`src/rtl/orb_wr_arbiter.sv`:
```
// orb_wr_arbiter: two-tier round-robin owner of the orbit RAM write port.
// Drains packet FIFOs in bursts into per-source slots of the active bank.
module orb_wr_arbiter #(
    parameter int               N_REQ     = 4,
    parameter int               DW        = 12,
    parameter int               AW        = 11,
    parameter int               BURST     = 16,
    parameter int               MAX_WORDS = 64,
    parameter logic [N_REQ-1:0] FAST_MASK = 4'b0101
) (
    input  logic                clk,
    input  logic                rst,
    input  logic                iSW,
    input  logic [N_REQ-1:0]    iEmpty,
    input  logic [N_REQ*DW-1:0] iData,
    input  logic [N_REQ*AW-1:0] iBase,
    output logic [N_REQ-1:0]    oRdReq,
    output logic                oWE,
    output logic [AW-1:0]       oWrAddr,
    output logic [DW-1:0]       oOrbWord,
    output logic [N_REQ-1:0]    oGrant,
    output logic                oBusy,
    output logic [N_REQ-1:0]    oOverrun
);

    localparam int IW = (N_REQ > 1) ? $clog2(N_REQ) : 1;
    localparam int CW = $clog2(BURST + 1);
    localparam int OW = $clog2(MAX_WORDS + 1);

    localparam logic [1:0] IDLE  = 2'd0;
    localparam logic [1:0] XFER  = 2'd1;
    localparam logic [1:0] DRAIN = 2'd2;

    logic [1:0]       state;
    logic [IW-1:0]    gIdx;
    logic [IW-1:0]    wrIdx;
    logic [CW-1:0]    cnt;
    logic [IW-1:0]    fastPtr;
    logic [IW-1:0]    slowPtr;
    logic [OW-1:0]    offset [N_REQ];
    logic             swD;
    logic             swEdge;

    logic [N_REQ-1:0] fastCand;
    logic [N_REQ-1:0] tierCand;
    logic [IW-1:0]    tierPtr;
    logic [IW-1:0]    pos;
    logic [IW-1:0]    pickIdx;
    logic [N_REQ-1:0] pickOh;
    logic             pickOk;

    logic             rdFire;
    logic             atCap;
    logic [IW-1:0]    nextIdx;
    logic [AW-1:0]    addr;

    assign swEdge = iSW ^ swD;
    assign oBusy  = (state != IDLE);

    assign atCap = (offset[gIdx] >= OW'(MAX_WORDS));
    assign rdFire = (state == XFER) && !iEmpty[gIdx]
                 && (cnt < CW'(BURST)) && !swEdge;
    assign oRdReq = rdFire ? oGrant : '0;

    assign nextIdx = (gIdx == IW'(N_REQ - 1)) ? '0 : gIdx + IW'(1);
    assign addr = iBase[gIdx*AW +: AW] + AW'(offset[gIdx]);

    // Data follows the FIFO q bus in the cycle after the read.
    assign oOrbWord = oWE ? iData[wrIdx*DW +: DW] : '0;

    // Tier select, then first candidate at or after the tier pointer.
    always_comb begin
        fastCand = ~iEmpty & FAST_MASK;
        tierCand = (|fastCand) ? fastCand : (~iEmpty & ~FAST_MASK);
        tierPtr  = (|fastCand) ? fastPtr : slowPtr;
        pickIdx  = '0;
        pickOk   = 1'b0;
        pos      = '0;
        for (int k = N_REQ - 1; k >= 0; k--) begin
            pos = IW'((int'(tierPtr) + k) % N_REQ);
            if (tierCand[pos]) begin
                pickIdx = pos;
                pickOk  = 1'b1;
            end
        end
        pickOh = '0;
        pickOh[pickIdx] = pickOk;
    end

    // Bank-select history; follows iSW through reset so release is edge-free.
    always_ff @(posedge clk) begin
        swD <= iSW;
    end

    // Grant FSM: arbitrate, burst, then one settle cycle.
    always_ff @(posedge clk or negedge rst) begin
        if (!rst) begin
            state   <= IDLE;
            oGrant  <= '0;
            gIdx    <= '0;
            cnt     <= '0;
            fastPtr <= '0;
            slowPtr <= '0;
        end else begin
            unique case (state)
                IDLE: begin
                    if (pickOk) begin
                        gIdx   <= pickIdx;
                        oGrant <= pickOh;
                        cnt    <= '0;
                        state  <= XFER;
                    end
                end
                XFER: begin
                    if (rdFire) cnt <= cnt + CW'(1);
                    else        state <= DRAIN;
                end
                DRAIN: begin
                    if (FAST_MASK[gIdx]) fastPtr <= nextIdx;
                    else                 slowPtr <= nextIdx;
                    oGrant <= '0;
                    state  <= IDLE;
                end
                default: state <= IDLE;
            endcase
        end
    end

    // Per-source frame offsets and overrun flags; a bank switch restarts them.
    always_ff @(posedge clk or negedge rst) begin
        if (!rst) begin
            for (int i = 0; i < N_REQ; i++) offset[i] <= '0;
            oOverrun <= '0;
        end else if (swEdge) begin
            for (int i = 0; i < N_REQ; i++) offset[i] <= '0;
            oOverrun <= '0;
        end else if (rdFire) begin
            if (!atCap) offset[gIdx] <= offset[gIdx] + OW'(1);
            else        oOverrun[gIdx] <= 1'b1;
        end
    end

    // Write stage: address is fixed at read time, WE one cycle later.
    always_ff @(posedge clk or negedge rst) begin
        if (!rst) begin
            oWE     <= 1'b0;
            oWrAddr <= '0;
            wrIdx   <= '0;
        end else begin
            oWE <= rdFire && !atCap;
            if (rdFire) begin
                oWrAddr <= addr;
                wrIdx   <= gIdx;
            end
        end
    end

endmodule

```
`config.mk`:
```
export PLATFORM = sky130hd
export DESIGN_NAME = orb_wr_arbiter
export DESIGN_NICKNAME = d
export VERILOG_FILES = /design/src/rtl/orb_wr_arbiter.sv
export SDC_FILE = /design/constraint.sdc
export NUM_CORES = 1
export LEC_CHECK = 0
export CAP_MARGIN = 0
export CORE_AREA = 2 2 95 97
export DETAILED_ROUTE_END_ITERATION = 8
export DIE_AREA = 0 0 97 99
export PLACE_DENSITY_LB_ADDON = 0.05
export SYNTH_ARGS = -nofsm -noshare
export SYNTH_HDL_FRONTEND = slang
export SYNTH_SLANG_ARGS = --single-unit
```
`constraint.sdc`:
```
create_clock -name clk -period 3.9 [get_ports clk]
set_input_delay 1.17 -clock clk [delete_from_list [all_inputs] [get_ports clk]]
set_output_delay 1.17 -clock clk [all_outputs]
set_load 0.01 [all_outputs]
```
==> results of run 1 <==
-- final cells by class --
| cell class | instances | area (sq um) |
|---|---|---|
| well taps | 108 | 135.1 |
| repair buffers | 150 | 1435 |
| clock buffers | 12 | 145.1 |
| clock inverters | 4 | 70.07 |
| inverters | 9 | 33.78 |
| flip-flops and latches | 63 | 1572 |
| multi-input cells | 255 | 2112 |
| fillers | 701 | 3048 |
-- registers in the layout (all words and copies together), names as in the netlist --
register / cells
cnt: 5
oOverrun: 4
gIdx: 2
state: 2
fastPtr: 2
oWE: 1
offset: 28
wrIdx: 2
slowPtr: 1
oGrant: 4
swD: 1
oWrAddr: 11
-- synthesized netlist by cell type, types with 2 or more instances --
library cell and count:
a32o_1 2, mux4_1 2, ha_1 14, nor2b_1 2, nand2b_1 3, inv_1 8
a41oi_1 2, nor3_1 3, buf_6 4, nor2_1 20, buf_2 6, a211oi_1 2
a21oi_1 9, o211ai_1 3, o21ai_0 20, dfrtp_1 62, mux2_2 3, nor4_4 2
nand2_1 48, xor2_1 11, o21a_1 3, a21o_1 3, nand2_2 2, a22oi_1 2
and3_1 2, and2_1 18, xnor2_1 4, a21oi_2 4, o21ai_1 22, mux4_2 28
nand3_1 8, clkbuf_1 3
-- per-stage QoR --
step	setup slack, ns	total power (uW)	instance area [sq um]	util	instances
6_report	0.05982	2972	5503	0.6435	601
5_1_grt	0.01924	3168	5503	0.6435	601
4_1_cts	0.04797	3002	5500	0.6433	601
3_5_place_dp	-0.4093	2362	5289	0.6185	582
3_3_place_gp	-0.3676	2335	5289	0.6185	582
2_1_floorplan	0.3647	1832	3804	-	340
-- cell families (layout without fill, tap and decap cells) --
family / count (synthesis) / count (layout) / synth area share
compound gates: 77 / 77 / 0.1253
xor+xnor: 15 / 15 / 0.03454
fa+ha+maj: 15 / 15 / 0.05132
buf+inv: 22 / 175 / 0.03158
flops: 63 / 63 / 0.4132
mux: 35 / 35 / 0.1951
simple gates: 113 / 113 / 0.1490
-- power breakdown --
group | switching (uW) | total, uW | internal [uW]
combinational | 712 | 1450 | 740
clock | 254 | 630 | 376
sequential | 111 | 890 | 780
-- layer usage --
metal	wire length (um)	track usage
met3	696	0.06383
met4	89	0.05417
met5	0	0
met2	5022	0.3632
met1	4788	0.3090
-- worst min-delay path by stage --
| stage | slack, ns | depth (start not counted) | end |
|---|---|---|---|
| floorplan | 0.44 | 2 | offset[16] |
| global placement | 0.46 | 2 | offset[18] |
| detailed placement | 0.46 | 2 | oWrAddr[0] |
| CTS | 0.48 | 2 | oWrAddr[0] |
| global route | 0.51 | 2 | oWrAddr[6] |
| finish | 0.48 | 2 | oWrAddr[0] |
-- worst max-delay path, cell delays in order --
cell	delay, ns
clkdlybuf4s50_1	0.41
mux4_2	0.45
and2_1	0.16
clkdlybuf4s50_1	0.48
-- timing repair --
action,in CTS,in global routing
cloned,0,0
resized for setup,21,1
setup buffers,3,0
setup endpoints to repair,5,1
pin swaps,1,0
==> flow_metrics.env, run 1 <==
export IMPL_yosys_top_cells_area="dfrtp_1 41%, mux4_2 17%, nand2_1 4.7%, ha_1 4.6%, and2_1 3.0%"
export IMPL_path_clk_slew_ns=0.07
export IMPL_synth_edf_count=0
export IMPL_ir_drop_uv=302.5
export IMPL_clockBufferDepth=2
export IMPL_worstSkewPairLatency_ns=0.34
export IMPL_fin_worst_skew_ns=0.009981
export IMPL_avgViaCountPerCell=5.361
export IMPL_async_reset_ff_frac=0.9841
export IMPL_vias=3222
export IMPL_numCtsBuffers=9
export IMPL_die_h_um=99
export IMPL_nets=602
export IMPL_overflow=0
export IMPL_clock_fmax_mhz=260.4
export IMPL_critPathMaxFanout=1
export IMPL_power_density_mw_per_mm2=540.1
export IMPL_start_util=0.4448
export IMPL_hp_start="oWrAddr[0]"
export IMPL_cp_startpoint="iData[18]"
export IMPL_gp_congestion=0.8057
export IMPL_grt_total_usage=0.2267
export IMPL_fp_row_count=34
export IMPL_ys_flop_type="dfrtp_1"
export IMPL_layout_common_cells="124 x clkdlybuf4s50_1, 62 x dfrtp_1, 48 x nand2_1, 28 x mux4_2, 22 x o21ai_1"
export IMPL_tritoncts="done"
export IMPL_rsz0062_at_grt="false"
export IMPL_status="finished clean"
export IMPL_period_minus_slack_ns=3.840
export IMPL_leakage_uw=0.002315
export IMPL_r2r_cells=10
export IMPL_postRouteAntennaNets=0
export IMPL_post_synth_top_area_cell="dfrtp_1"
export IMPL_hp_class="reg2reg"
export IMPL_ys_warn_count=0
export IMPL_r2r_start="gIdx[0]"
export IMPL_holdWs_ns=0.4757
export IMPL_antenna_cells=0
export IMPL_hold_buffers=0
export IMPL_first_global_vias=3274
export IMPL_dr_pass1_iters=4
export IMPL_grt_max_degree=47
export IMPL_place_detailed_hpwl_um=7960
export IMPL_drive_gt1_frac=0.1582
export IMPL_grt_pass1_wl_um=17240
export IMPL_coreArea_sq_mm=0.008551
export IMPL_io_buffers=135
export IMPL_hold_viol_final=0
export IMPL_die_x_um=97
export IMPL_tns_ns=0
export IMPL_cp_required_ns=2.73
export IMPL_htreeDepth=3
export IMPL_drc=0
export IMPL_seq_area_frac_synth=0.4132
export IMPL_final_common_cell="clkdlybuf4s50_1"
export IMPL_root_buffer="clkbuf_8"
export IMPL_maxCapViolCount=0
export IMPL_synthCells=340
export IMPL_synth_fp_nets=454
export IMPL_synth_area_sq_mm=0.003804
export IMPL_worst_setup_path_start_kind="input port"
export IMPL_ys_types=47
export IMPL_finalSetupViolCount=0
export IMPL_ys_seq_elements=63
export IMPL_drt_wirelength_per_cell_um=17.63
export IMPL_wirelength_um=10600
export IMPL_cp_end_kind="primary output"
export IMPL_synth_top_cell_area_share=0.4079
export IMPL_cts_sinks=63
export IMPL_setup_worst_path_class="in2out"
export IMPL_antenna_found_initial=0
export IMPL_arrival_ns=2.67
export IMPL_fin_crit_sh=0.9847
export IMPL_synth_avg_cell_area_sq_um=11.19
export IMPL_io_pins=136
export IMPL_drt_iter0_drc=164
export IMPL_drv_slew=0
export IMPL_regToRegSetupSlack_ns=0.74
export IMPL_worst_pin_slew_ns=1.030
export IMPL_rr_endpoint="oWrAddr[6]"
export IMPL_dieArea_sq_mm=0.009603
export IMPL_areaGrowthSynthToFinish_pct=44.67
export IMPL_cp_endpoint="oOrbWord[6]"
export IMPL_slew_headroom=0.3133
Note: power is estimated with default switching activity, not from simulation.
==> run 2: changes to the inputs <==
--- a/config.mk
+++ b/config.mk
@@ -7,6 +7,7 @@
 export LEC_CHECK = 0
 export CAP_MARGIN = 0
 export CORE_AREA = 2 2 95 97
+export CTS_CLUSTER_DIAMETER = 60
 export DETAILED_ROUTE_END_ITERATION = 8
 export DIE_AREA = 0 0 97 99
 export PLACE_DENSITY_LB_ADDON = 0.05
==> results of run 2 <==
No change in the layout: final DEF, timing and power equal those of run 1.
